<file path="src/rtl/div_pkg.sv">
// Shared types and constants for the sequential non-restoring divider.
package div_pkg;

  localparam int unsigned W_DEFAULT = 8;

  localparam logic [W_DEFAULT-1:0] DBZ_QUOTIENT = '1;

  typedef enum logic [2:0] {
    StIdle  = 3'b000,
    StLdDvs = 3'b001,
    StIter  = 3'b010,
    StFix   = 3'b011,
    StDone  = 3'b100
  } state_e;

endpackage

</file>
<file path="src/rtl/div_step.sv">
// One non-restoring add/subtract-shift step; with fix set it is a plain R + D restore.
module div_step #(
  parameter int unsigned W = 8
) (
  input  logic [W:0]   r,
  input  logic [W-1:0] q,
  input  logic [W-1:0] d,
  input  logic         fix,
  output logic [W:0]   r_next,
  output logic [W-1:0] q_next
);

  logic [W:0] opa;
  logic [W:0] opb;
  logic       sub;

  always_comb begin
    opa    = fix ? r : {r[W-1:0], q[W-1]};
    opb    = {1'b0, d};
    // Subtract only while the partial remainder is non-negative and not restoring.
    sub    = !fix && !r[W];
    r_next = sub ? (opa - opb) : (opa + opb);
    q_next = {q[W-2:0], ~r_next[W]};
  end

endmodule

</file>
<file path="src/rtl/nonrestoring_divider.sv">
// Sequential unsigned divider: dividend then divisor on the shared A bus, one step per clock.
module nonrestoring_divider
  import div_pkg::*;
#(
  parameter int unsigned W = W_DEFAULT
) (
  input  logic           clk,
  input  logic           rst,
  input  logic [W-1:0]   A,
  input  logic           go,
  output logic [2*W-1:0] Result,
  output logic           done,
  output logic           dbz,
  output logic [2:0]     state
);

  localparam int unsigned CW = $clog2(W) + 1;
  localparam logic [W-1:0] DbzQuot = {W{DBZ_QUOTIENT[0]}};

  state_e         state_q, state_d;
  logic [W:0]     r_q, r_d;
  logic [W-1:0]   q_q, q_d;
  logic [W-1:0]   d_q, d_d;
  logic [CW-1:0]  cnt_q, cnt_d;
  logic [2*W-1:0] result_q, result_d;
  logic           done_q, done_d;
  logic           dbz_q, dbz_d;

  logic           step_fix;
  logic [W:0]     step_r;
  logic [W-1:0]   step_q;
  logic [W:0]     r_fixed;

  assign step_fix = (state_q == StFix);

  div_step #(
    .W(W)
  ) u_step (
    .r     (r_q),
    .q     (q_q),
    .d     (d_q),
    .fix   (step_fix),
    .r_next(step_r),
    .q_next(step_q)
  );

  assign r_fixed = r_q[W] ? step_r : r_q;

  always_ff @(posedge clk or negedge rst) begin
    if (!rst) begin
      state_q <= StIdle;
    end else begin
      state_q <= state_d;
    end
  end

  always_comb begin
    state_d = state_q;
    case (state_q)
      StIdle:  if (go) state_d = StLdDvs;
      StLdDvs: state_d = (A == '0) ? StDone : StIter;
      StIter:  if (cnt_q == '0) state_d = StFix;
      StFix:   state_d = StDone;
      StDone:  if (go) state_d = StLdDvs;
      default: state_d = StIdle;
    endcase
  end

  always_comb begin
    r_d      = r_q;
    q_d      = q_q;
    d_d      = d_q;
    cnt_d    = cnt_q;
    result_d = result_q;
    done_d   = done_q;
    dbz_d    = dbz_q;
    case (state_q)
      StIdle, StDone: begin
        if (go) begin
          q_d    = A;
          r_d    = '0;
          done_d = 1'b0;
          dbz_d  = 1'b0;
        end
      end
      StLdDvs: begin
        d_d = A;
        if (A == '0) begin
          dbz_d    = 1'b1;
          done_d   = 1'b1;
          result_d = {q_q, DbzQuot};
        end else begin
          cnt_d = CW'(W - 1);
        end
      end
      StIter: begin
        r_d = step_r;
        q_d = step_q;
        if (cnt_q != '0) cnt_d = cnt_q - CW'(1);
      end
      StFix: begin
        r_d      = r_fixed;
        result_d = {r_fixed[W-1:0], q_q};
        done_d   = 1'b1;
      end
      default: ;
    endcase
  end

  always_ff @(posedge clk or negedge rst) begin
    if (!rst) begin
      r_q      <= '0;
      q_q      <= '0;
      d_q      <= '0;
      cnt_q    <= '0;
      result_q <= '0;
      done_q   <= 1'b0;
      dbz_q    <= 1'b0;
    end else begin
      r_q      <= r_d;
      q_q      <= q_d;
      d_q      <= d_d;
      cnt_q    <= cnt_d;
      result_q <= result_d;
      done_q   <= done_d;
      dbz_q    <= dbz_d;
    end
  end

  assign Result = result_q;
  assign done   = done_q;
  assign dbz    = dbz_q;
  assign state  = state_q;

endmodule

</file>
<file path="config.mk">
export PLATFORM = sky130hd
export DESIGN_NAME = nonrestoring_divider
export DESIGN_NICKNAME = d
export VERILOG_FILES = /design/src/rtl/div_pkg.sv /design/src/rtl/div_step.sv /design/src/rtl/nonrestoring_divider.sv
export SDC_FILE = /design/constraint.sdc
export NUM_CORES = 1
export LEC_CHECK = 0
export ABC_AREA = 0
export ABC_CLOCK_PERIOD_IN_PS = 4000
export CORE_MARGIN = 4
export CORE_UTILIZATION = 51
export DETAILED_ROUTE_END_ITERATION = 7
export PLACE_DENSITY = 0.73
export SYNTH_ARGS = -nofsm -noshare
export SYNTH_HDL_FRONTEND = slang
export SYNTH_SLANG_ARGS = --single-unit
export TNS_END_PERCENT = 5
</file>
<file path="constraint.sdc">
create_clock -name clk -period 4 [get_ports clk]
set_input_delay 0.8 -clock clk [delete_from_list [all_inputs] [get_ports clk]]
set_output_delay 0.8 -clock clk [all_outputs]
set_load 0.05 [all_outputs]
</file>
==> run metrics <==
worst-path fanout max 17; cell row count 27; clk buf depth 2; Yosys top cell area share 43.3%; Critical Path, Cell by Cell inv_1 -> nor2_2 -> buf_4 -> mux2i_1 -> inv_1 -> ha_1 -> nor2b_1 -> o21ai_0 -> o21ai_1 -> mux2i_1 -> a211oi_1 -> a21oi_1; initial antenna violation count 0; Setup Buffers After CTS 0; register area share after synthesis 43.3%; CP Data Required Time 4.17 ns; count of cell types in the netlist 49; Synth Area in XOR/XNOR 4.24%; maxcap violations 0; CP Class reg -> reg; IO Port Bufs 31; gate count of the mapped netlist 308; most common cell in the netlist dfrtp_1; Setup-failing EPs final 0; Primary FF master, synth dfrtp_1; max incr delay on CP 0.65 ns; Initial Utilization 52.5%; clock skew 0.0129 ns; Final Critical Period 3.29 ns; height of the die 83.3 um; Routed WL per cell 15.7 um; worst-skew pair later-pin latency 0.31 ns; # fillers 475; slew margin rel. 37.6%; yosys warns 0; status finished, final reports clean; Final period util 82.4%; vias in the first global route 2212; compound-cell area share of the yosys netlist 19.9%; register area 0.00125 mm2; Worst Max-Slew Pin Slew 0.932 ns; largest net degree at the start of global routing 51; Chip Width 83.3 um; Total Routing Usage GR 19.4%; R2R cell count 12; Slowest-stage cell, CP dfrtp_1; Post-Synth Adder-Cell Area 5.02%; final hold viol count 0; Async SR Flop Fraction 100%; setup_tns 0 ns; fraction of layout cells with a size suffix above 1 8.90%; Vias 2309; fraction of the mapped netlist area in simple logic gates 16.1%; synth cell count leaders dfrtp_1, nand2_1, nor2_1; critical path launch point type register; DRC errors left 0; Post-CTS Hold Buffers 0; CTS resizes 0; Post-synth EDFFs 0; DIE AREA 0.00693 mm2; Initial DRC Count 140; nature of the critical path endpoint register; ant diodes 0; Num CTS Buffers 5; leading area contributor after synthesis dfrtp_1; first-pass GRT wire length 10900 um; Post-Route WL 6410 um; synth top area cells dfrtp_1, nand2_1, a21oi_1, ha_1, mux2i_1; GR Overflow Total 0; RSZ-0062 raised after global routing no; vias per inst 5.65; fin nets 358; Placer Congestion 0.884; Fmax 304 MHz; area added between synthesis and finish 15.4%; CP arrival 3.46 ns; Root Buffer clkbuf_8; CTS Sinks 50; mux contribution to synthesized area 6.89%; First-pass DRT Iterations 4; FF+latch count, synth 50; multi-input logic area 0.00151 mm2; Pins Over Slew Limit 0; Worst Hold Class reg -> reg; CTS tree yes; post-synthesis cell area 0.00289 mm2; Net Count, Synth 330; I/O pins 32; Worst-path clk slew 0.10 ns; main combinational cell family by area after synthesis compound AO/OA/AOI/OAI gates; htree depth 2; WHS Path Cells 1; Placeable Area 0.00551 mm2; Final ANT Viol Nets 0; syn avg cell area 9.38 um2; dpl hpwl 4920 um
-- path summary, 6_finish.rpt --
path	end	from	slack, ns
worst max register to register	Result[13]$_DFFE_PN0P_	state[1]$_DFFE_PN0P_	0.71
worst max-delay path	Result[13]$_DFFE_PN0P_	state[1]$_DFFE_PN0P_	0.71
worst min-delay path	done$_DFFE_PN0P_	done$_DFFE_PN0P_	0.49
worst min register to register	done$_DFFE_PN0P_	done$_DFFE_PN0P_	0.49
min in group asynchronous	done$_DFFE_PN0P_	rst	0.58
max in group asynchronous	d_q[7]$_DFFE_PN0P_	rst	3.02
-- final cells by class --
cell class              instances  area share, %
clock buffers                   5           2.06
clock inverters                 3          0.751
inverters                      15           1.69
multi-input cells             229           45.2
flip-flops and latches         50           37.5
well taps                      72           2.70
repair buffers                 35           10.1
-- layout by cell type (no fill, tap or decap), drive strengths merged, types with 3 or more instances in the layout --
cell	count
dfrtp	50
nand2	35
nor2	32
clkdlybuf4s50	30
a21oi	27
o21ai	20
inv	15
mux2i	12
xnor2	11
ha	10
nor3	9
mux2	7
nand2b	5
nor2b	5
a31oi	5
o21a	5
o22a	5
clkbuf	5
buf	5
a21o	4
a22o	4
nand3	4
xor2	3
a211oi	3
o221ai	3
o211ai	3
-- per-stage QoR --
stage	instance area [um2]	std cells	hold WS, ns	setup slack (ns)	util (%)
2_1_floorplan	2890	308	0.450	0.705	-
3_3_place_gp	3240	401	0.462	0.752	58.8
3_5_place_dp	3240	401	0.473	0.734	58.8
4_1_cts	3330	409	0.497	0.696	60.5
5_1_grt	3330	409	0.517	0.385	60.5
6_report	3330	409	0.489	0.705	60.5
-- flip-flops by register name, indices dropped and copies added (netlist names) --
name / flops
r_q: 9
Result: 16
state: 3
d_q: 8
done: 1
q_q: 8
cnt_q: 4
dbz: 1
-- critical path: cells and delay by family, from the launching register on --
family,cells,cell delay [ns]
and+or+nand+nor,2,0.28
DFF,1,0.65
adders and majority gates,1,0.27
buffers and inverters,3,0.58
muxes,2,0.47
AOI/OAI and AO/OA,4,0.88
-- kinds of logic (layout without fill, tap and decap cells) --
logic type      count (synthesis)  in the layout
compound gates                 88             88
buf+inv                        29             58
xor+xnor                       14             14
mux                            19             19
simple gates                   97             97
fa+ha+maj                      11             11
flops                          50             50
-- routing by layer --
layer  vias to the layer above  global-route usage (%)  wire (um)
met1                      1088                    27.0       3110
li1                       1146                       -          -
met5                         -                       0          0
met3                         5                    3.47        373
met2                        70                    31.3       2890
met4                         0                    4.46         41
Power is left out: the tool's default activity adds up to more than one toggle a clock period on the data nets, which glitch-free logic cannot reach.
